File: src/rtl/xup_debounce6_if.sv
// Purpose : Bundle of the six raw input lines and the conditioned outputs of
//           xup_debounce6.
// Signals : din[5:0]  raw asynchronous lines (din[0] -> a ... din[5] -> f)
//           a..f      debounced, registered levels
//           rise[5:0] one-cycle pulse when a level goes 0->1
//           fall[5:0] one-cycle pulse when a level goes 1->0
// Modports: master = source of din / consumer of levels, slave = debouncer.
interface xup_debounce6_if;
  logic [5:0] din;
  logic       a;
  logic       b;
  logic       c;
  logic       d;
  logic       e;
  logic       f;
  logic [5:0] rise;
  logic [5:0] fall;

  modport master (
    output din,
    input  a, b, c, d, e, f, rise, fall
  );

  modport slave (
    input  din,
    output a, b, c, d, e, f, rise, fall
  );
endinterface

File: src/rtl/xup_debounce6.sv
// Purpose : Six-channel synchroniser + debouncer feeding the XUP 6-input gate
//           primitives. Each channel follows its synchronised input only after
//           DEBOUNCE_CYCLES consecutive cycles of disagreement with the output.
// Ports   : clk   - system clock, rising edge
//           reset - asynchronous, active-high, clears all state
//           bus   - xup_debounce6_if.slave (din in; a..f, rise, fall out)
// Params  : DEBOUNCE_CYCLES - stability count, legal range 2..2^24
// Macro   : XUP_DEBOUNCE6_EDGE_EN - when defined, rise/fall pulses are
//           generated; otherwise they are tied to zero.
module xup_debounce6 #(
  parameter int unsigned DEBOUNCE_CYCLES = 100000
) (
  input logic            clk,
  input logic            reset,
  xup_debounce6_if.slave bus
);
  localparam int unsigned NCH   = 6;
  localparam int unsigned CNT_W = $clog2(DEBOUNCE_CYCLES);
  localparam logic [CNT_W-1:0] CNT_MAX = CNT_W'(DEBOUNCE_CYCLES - 1);

  logic [NCH-1:0]            s1_q;
  logic [NCH-1:0]            s2_q;
  logic [NCH-1:0]            q_q;
  logic [NCH-1:0]            q_d;
  logic [NCH-1:0][CNT_W-1:0] cnt_q;
  logic [NCH-1:0][CNT_W-1:0] cnt_d;
  logic [NCH-1:0]            fire;

  // Per-channel stability counter; the terminal-count compare always fires
  // before the counter could wrap.
  always_comb begin
    q_d   = q_q;
    cnt_d = '0;
    fire  = '0;
    for (int i = 0; i < NCH; i++) begin
      if (s2_q[i] != q_q[i]) begin
        if (cnt_q[i] == CNT_MAX) begin
          q_d[i]  = s2_q[i];
          fire[i] = 1'b1;
        end else begin
          cnt_d[i] = cnt_q[i] + CNT_W'(1);
        end
      end
    end
  end

  // Synchroniser, stable level and counters.
  always_ff @(posedge clk or posedge reset) begin
    if (reset) begin
      s1_q  <= '0;
      s2_q  <= '0;
      q_q   <= '0;
      cnt_q <= '0;
    end else begin
      s1_q  <= bus.din;
      s2_q  <= s1_q;
      q_q   <= q_d;
      cnt_q <= cnt_d;
    end
  end

`ifdef XUP_DEBOUNCE6_EDGE_EN
  logic [NCH-1:0] rise_q;
  logic [NCH-1:0] rise_d;
  logic [NCH-1:0] fall_q;
  logic [NCH-1:0] fall_d;

  // Pulse registered alongside q so it marks the first cycle of the new level.
  always_comb begin
    rise_d = fire & s2_q;
    fall_d = fire & ~s2_q;
  end

  always_ff @(posedge clk or posedge reset) begin
    if (reset) begin
      rise_q <= '0;
      fall_q <= '0;
    end else begin
      rise_q <= rise_d;
      fall_q <= fall_d;
    end
  end

  assign bus.rise = rise_q;
  assign bus.fall = fall_q;
`else
  assign bus.rise = '0;
  assign bus.fall = '0;
`endif

  assign bus.a = q_q[0];
  assign bus.b = q_q[1];
  assign bus.c = q_q[2];
  assign bus.d = q_q[3];
  assign bus.e = q_q[4];
  assign bus.f = q_q[5];
endmodule

File: src/flat_wrapper.sv
// flat-port wrapper written by rule: the top's interface ports become plain ports
module xup_debounce6_flat 
#(
  parameter int unsigned DEBOUNCE_CYCLES = 100000
)
  (clk, reset, bus_din, bus_a, bus_b, bus_c, bus_d, bus_e, bus_f, bus_rise, bus_fall);
  xup_debounce6_if bus_i ();
  input logic clk;
  input logic reset;
  input wire logic [$bits(bus_i.din)-1:0] bus_din;
  output wire logic [$bits(bus_i.a)-1:0] bus_a;
  output wire logic [$bits(bus_i.b)-1:0] bus_b;
  output wire logic [$bits(bus_i.c)-1:0] bus_c;
  output wire logic [$bits(bus_i.d)-1:0] bus_d;
  output wire logic [$bits(bus_i.e)-1:0] bus_e;
  output wire logic [$bits(bus_i.f)-1:0] bus_f;
  output wire logic [$bits(bus_i.rise)-1:0] bus_rise;
  output wire logic [$bits(bus_i.fall)-1:0] bus_fall;
  assign bus_i.din = bus_din;
  assign bus_a = bus_i.a;
  assign bus_b = bus_i.b;
  assign bus_c = bus_i.c;
  assign bus_d = bus_i.d;
  assign bus_e = bus_i.e;
  assign bus_f = bus_i.f;
  assign bus_rise = bus_i.rise;
  assign bus_fall = bus_i.fall;
  xup_debounce6 #(.DEBOUNCE_CYCLES(DEBOUNCE_CYCLES)) u_core (.clk(clk), .reset(reset), .bus(bus_i));
endmodule
File: config.mk
export PLATFORM = sky130hd
export DESIGN_NAME = xup_debounce6_flat
export DESIGN_NICKNAME = d
export VERILOG_FILES = /design/src/rtl/xup_debounce6_if.sv /design/src/rtl/xup_debounce6.sv /design/src/flat_wrapper.sv
export SDC_FILE = /design/constraint.sdc
export NUM_CORES = 1
export LEC_CHECK = 0
export CAP_MARGIN = 5
export CORE_MARGIN = 1.5
export CORE_UTILIZATION = 55
export CTS_CLUSTER_SIZE = 28
export DETAILED_ROUTE_END_ITERATION = 12
export PLACE_DENSITY_LB_ADDON = 0.08
export SLEW_MARGIN = 25
export SYNTH_ARGS = -nofsm -noshare
export SYNTH_HDL_FRONTEND = slang
export SYNTH_SLANG_ARGS = --single-unit
File: constraint.sdc
create_clock -name clk -period 4.6 [get_ports clk]
set_input_delay 0.46 -clock clk [delete_from_list [all_inputs] [get_ports clk]]
set_output_delay 0.46 -clock clk [all_outputs]
set_load 0.05 [all_outputs]
==> metrics, run 1 <==
fin crit share 0.4740; Crit. End Element output pin; TritonCTS clock tree built; htree depth 4; Total GRT Usage 0.2040; Starting Density 0.5607; DR WL/cell around 14 um; Die Span Y between 100 and 150 um; Pleak ~2.6 nW; Max-slew headroom 0.5533; die span in x about 110 um; Setup CP Type flop to output pin; Seq cells post-synth 120; Clk Latency, worst-skew pair 0.52 ns; min Tclk post-route roughly 2.2 ns; Starting DRT DRC Count 128; Crit path max-delay family buffers and inverters; # diodes 0; CP max FO 3; unrepaired setup endpoints after global routing no; Final HPWL DP approximately 6400 um; status completed; count of cell types in the netlist 40; post-route setup TNS 0 ns; Final Total Pwr 2.435 mW; Layout area overhead 13.48%; vias 3949; worst path bufs/invs 1; Max VDD drop roughly 0.32 mV; final setup violating endpoints 0; Post-synth EDFFs 0; maximum clock insertion buffer count 2; CTS Sinks 120; sequential area share after synthesis 0.5234; vias in the first global route 3968; FP Rows 37; clk_skew around 0.006 ns; CP peak stage delay a little over 0.8 ns; worst slack at placement ~2.5 ns; gpl congestion between 0.8 and 0.9; Final Slew Violations 0; antenna-violating nets left 0; Reg clk slew, reported paths 0.05 ns; crit-path cells clkdlybuf4s50_1; CP Data Arrival Time 1.72 ns; Synth Instances approximately 560; Worst Setup Start Kind flop; Detailed Route WL 9975 um; hold_buf cts 0; global-route wire length before repair around 18000 um; post_cts resized 0; GRT overflow 0; YS warnings 0; final setup margin between 2 and 2.5 ns; Slew @ Worst Pin ~0.67 ns; initial antenna violation count 0; postcts setup bufs 0; I/O Pins 26; total CTS buffers 17; die area approximately 0.011 sq mm; largest net degree at the start of global routing between 70 and 80; final hold violation count 0; Post-synth top flop dfrtp_1; mapped cell area between 0.005 and 0.006 sq mm; Via-to-Cell Ratio about 5.4; share of layout cells above drive strength 1 0.07744; HP Class flop to flop; ys async rst share 1.000; Syn Area/Cell between 10 and 15 sq um; dpl cells 699; Max Cap Viol 0; Layout fillers roughly 830; Crit-path slowest cell clkdlybuf4s50_1; maximum clock frequency around 0.46 GHz; core area ~0.01 sq mm; Root Driver clkbuf_8; pwr dens ~370 mW/mm^2; Nets between 500 and 600; drt first pass iters 4; DRC Markers 0; critical path required time between 4 and 5 ns; buffers added on ports 13; fin cells 730
==> kinds of logic after synthesis <==
family                     Yosys count  share of synthesized area
and+or+nand+nor                    281                     0.2547
DFF                                120                     0.5234
xor gates and xnor gates            93                     0.1420
buffers and inverters               41                    0.03860
AOI/OAI and AO/OA                   11                    0.01570
adders and majority gates            6                    0.01309
muxes                                6                    0.01178
other                                1                  0.0006537
==> layout by cell type (no fill, tap or decap), types with 2 or more instances in the layout <==
cell	Yosys	routed
inv_1	19	18
nand3_1	31	31
xor2_1	26	26
clkbuf_8	0	4
clkinv_2	0	6
dfrtp_1	120	120
clkbuf_16	0	16
and2_1	3	3
nor4_1	33	33
and3_1	2	2
a21oi_1	3	3
nor4bb_1	2	2
and4_1	7	7
or3_4	2	2
o31ai_1	2	2
nor2_1	105	105
or4_1	4	4
clkdlybuf4s50_1	0	13
a41o_1	3	3
xnor2_1	67	67
ha_1	6	6
or3_1	2	2
nand4_1	33	33
nor3_1	19	19
nand2_1	27	27
conb_1	1	12
mux2_2	6	6
or4b_1	2	2
bufinv_16	0	2
buf_4	13	2
clkbuf_1	4	2
==> synth_stat cells, types with 6 or more instances <==
cell / count / area, sq um
and4_1: 7 / 61.31
buf_4: 13 / 97.59
dfrtp_1: 120 / 3003
ha_1: 6 / 75.07
inv_1: 19 / 71.32
mux2_2: 6 / 67.56
nand2_1: 27 / 101.4
nand3_1: 31 / 155.2
nand4_1: 33 / 206.5
nor2_1: 105 / 394.1
nor3_1: 19 / 95.09
nor4_1: 33 / 206.5
xnor2_1: 67 / 586.8
xor2_1: 26 / 227.7
==> metal layers <==
metal | vias to the layer above | global-route usage | part of all wire
li1 | 1969 | - | -
met1 | 1906 | 0.2697 | 0.48
met2 | 63 | 0.3067 | 0.47
met3 | 11 | 0.07236 | 0.036
met4 | 0 | 0.08121 | 0.014
met5 | - | 0 | 0
==> worst paths after layout <==
| path | from | cells past startpoint | slack, ns | endpoint |
|---|---|---|---|---|
| max in group asynchronous | reset | 3 | 3.39 | u_core.cnt_q[83] |
| worst min-delay path | u_core.s1_q[5] | 0 | 0.35 | u_core.s2_q[5] |
| worst min register to register | u_core.s1_q[5] | 0 | 0.35 | u_core.s2_q[5] |
| worst max register to register | u_core.cnt_q[13] | 4 | 2.45 | u_core.cnt_q[7] |
| min in group asynchronous | reset | 2 | 0.41 | u_core.s2_q[2] |
| worst max-delay path | u_core.q_q[5] | 1 | 2.42 | bus_f |
==> metrics by stage <==
stage                       util  area [sq um]  hold WS, ns
final                     0.6363          6510       0.3477
after global routing      0.6363          6510       0.3449
after CTS                 0.6361          6507       0.3406
after detailed placement  0.5811          5946       0.3371
after global placement    0.5811          5946       0.3318
after floorplan                -          5778       0.3312
==> state kept, by name (all words and copies together), names as in the netlist <==
signal / flops
u_core.s1_q: 6
u_core.s2_q: 6
u_core.cnt_q: 102
u_core.q_q: 6
==> layout make-up <==
type | count | area (sq um) | share of cell area
multi-input combinational | 409 | 2554 | 0.3923
inverter | 19 | 76.32 | 0.01172
clock inverter | 9 | 98.84 | 0.01518
clock buffer | 22 | 462.9 | 0.07111
tap | 136 | 170.2 | 0.02614
timing repair buffer | 15 | 145.1 | 0.02229
sequential | 120 | 3003 | 0.4613
==> power breakdown <==
part	internal [mW]	switching [mW]
sequential	1.07	0.0185
clock	0.804	0.445
combinational	0.0224	0.0700
Note: power is estimated with default switching activity, not from simulation.
==> run 2: changes to the inputs <==
==> constraint.sdc (replaced) <==
create_clock -name clk -period 2.21 [get_ports clk]
set_input_delay 0.221 -clock clk [delete_from_list [all_inputs] [get_ports clk]]
set_output_delay 0.221 -clock clk [all_outputs]
set_load 0.05 [all_outputs]
==> run 2 against run 1 <==
  * Final area is 1.3% higher
  * Hold slack worse by 0.31 ns
  * Setup slack worse by 2.2 ns
  * Largest cell class unchanged
  * Clock power is 120% higher
  * Total power is 120% higher
==> metrics, run 2 (synthesis results as in run 1) <==
status completed; die area 0.01105 sq mm (unchanged); I/O Pins 26 (unchanged); htree depth 4 (unchanged); DR WL met2 4928 um (+6.1%); wl on met1 4711 um (-2.3%); Total GRT Usage 0.2106 (+0.006634); launch point of the critical path u_core.cnt_q[46]; Final Slew Violations 0 (unchanged); max layer used met4; hold_buf cts 0 (unchanged); global-route wire length before repair 18320 um (+2.4%); critical path required time 2.60 ns (-1.54 ns); Root Driver clkbuf_8; Via-to-Cell Ratio 5.459 (+0.92%); core area 0.01023 sq mm (unchanged); WL met3 402 um (+11%); post-layout util 0.6449 (+0.008561); drt first pass iters 5 (+1); fin crit share 0.8920; footprint of the multi-input gates 0.002554 sq mm (unchanged); Layout fillers 814 (-2.3%); buffers added on ports 13 (unchanged); postcts setup bufs 0 (unchanged); Max-slew headroom 0.6492 (+0.09587); min Tclk post-route about 2.0 ns; maximum clock frequency roughly 0.51 GHz; Starting DRT DRC Count 166 (+30%); post_cts resized 0 (unchanged); Worst Setup Start Kind flop; pwr dens 795.5 mW/mm^2 (+110%); Area after DPL 0.005997 sq mm (+0.86%); Max VDD drop 0.6643 mV (+110%); commonest non-fill, non-tap cells in the layout 120 x dfrtp_1, 105 x nor2_1, 67 x xnor2_1; Reg area 0.003003 sq mm (unchanged); gpl congestion 0.8666 (-3.2%); Reg clk slew, reported paths 0.06 ns (about the same); TritonCTS clock tree built; Starting Density 0.5607 (unchanged); Reg with most FFs u_core.cnt_q; Slew @ Worst Pin 0.5250 ns (-0.1451 ns); FP Rows 37 (unchanged); # diodes 0 (unchanged); vias in the first global route 4108 (+3.5%); Setup CP Type flop to flop; most common cell after layout, fill and taps aside dfrtp_1; Nets 601 (+0.84%); die span in x 105.1 um (unchanged); GRT overflow 0 (unchanged); final hold violation count 0 (unchanged); Pleak 2.664 nW (+0.90%); Crit. End Element flop; Final HPWL DP 6640 um (+3.7%); Final Total Pwr 5.248 mW (+120%); HP Class input pin to async pin; clk_skew 0.009058 ns (+0.003073 ns); number of flip-flops in the largest register 102 (unchanged); maximum clock insertion buffer count 2 (unchanged); Max Cap Viol 0 (unchanged); antenna-violating nets left 0 (unchanged); DR WL/cell 13.85 um (+1.4%); Layout area overhead 15.01%; Worst R2R Start u_core.cnt_q[46]; CP max FO 16 (+13); R2R Setup Slk 0.24 ns (-2.21 ns); final instance area 0.006598 sq mm (+1.3%); share of layout cells above drive strength 1 0.08667 (+0.009226); final setup violating endpoints 0 (unchanged); CP Data Arrival Time 2.36 ns (+0.64 ns); worst reg2reg path depth 4 (unchanged); post-route setup TNS 0 ns (unchanged); Clk Latency, worst-skew pair 0.53 ns (about the same); reg2reg end u_core.cnt_q[39]; total CTS buffers 17 (unchanged); Detailed Route WL 10190 um (+2.2%); vias 4018 (+1.7%); CTS Sinks 120 (unchanged); unrepaired setup endpoints after global routing no; largest net degree at the start of global routing 73 (-6.4%); DRC Markers 0 (unchanged); Die Span Y 105.1 um (unchanged); initial antenna violation count 0 (unchanged)
## run 2: power by group
group | switching (mW) | total (mW) | internal (mW)
Sequential | 0.0381 | 2.28 | 2.24
Clock | 0.951 | 2.77 | 1.82
Combinational | 0.147 | 0.202 | 0.0550
## run 2: metrics by stage
step	hold WS (ns)	cells	worst slack, ns
6_report	0.03657	736	0.2387
5_1_grt	0.06249	736	0.1436
4_1_cts	0.02359	736	0.2008
3_5_place_dp	0.3386	704	0.2541
3_3_place_gp	0.3317	704	0.2886
2_1_floorplan	0.2524	570	0.3486
## run 2: final cells by class
type / instances / area share
repair buffers: 20 / 0.02958
clock inverters: 13 / 0.02712
clock buffers: 19 / 0.06391
well taps: 136 / 0.02579
inverters: 19 / 0.01138
multi-input cells: 409 / 0.3871
flip-flops and latches: 120 / 0.4551
## run 2: worst max path at each step
stage	end	slack, ns	cells after the start
6_report	u_core.cnt_q[39]	0.24	4
5_1_grt	u_core.cnt_q[41]	0.14	4
4_1_cts	bus_e	0.20	1
3_5_place_dp	u_core.cnt_q[39]	0.25	4
3_3_place_gp	u_core.cnt_q[49]	0.29	4
2_1_floorplan	u_core.q_q[2]	0.35	4
## run 2: worst max-delay path: stages, from the launching register on
cell	delay (ns)
dfrtp_1	0.43
or4_1	0.53
or3_4	0.41
o21ai_4	0.35
nor2_1	0.12
## run 2: per-layer routing
metal / vias up / global-route usage
met5: - / 0
met4: 0 / 0.09589
met3: 13 / 0.06862
met2: 71 / 0.3329
met1: 1955 / 0.2634
li1: 1979 / -
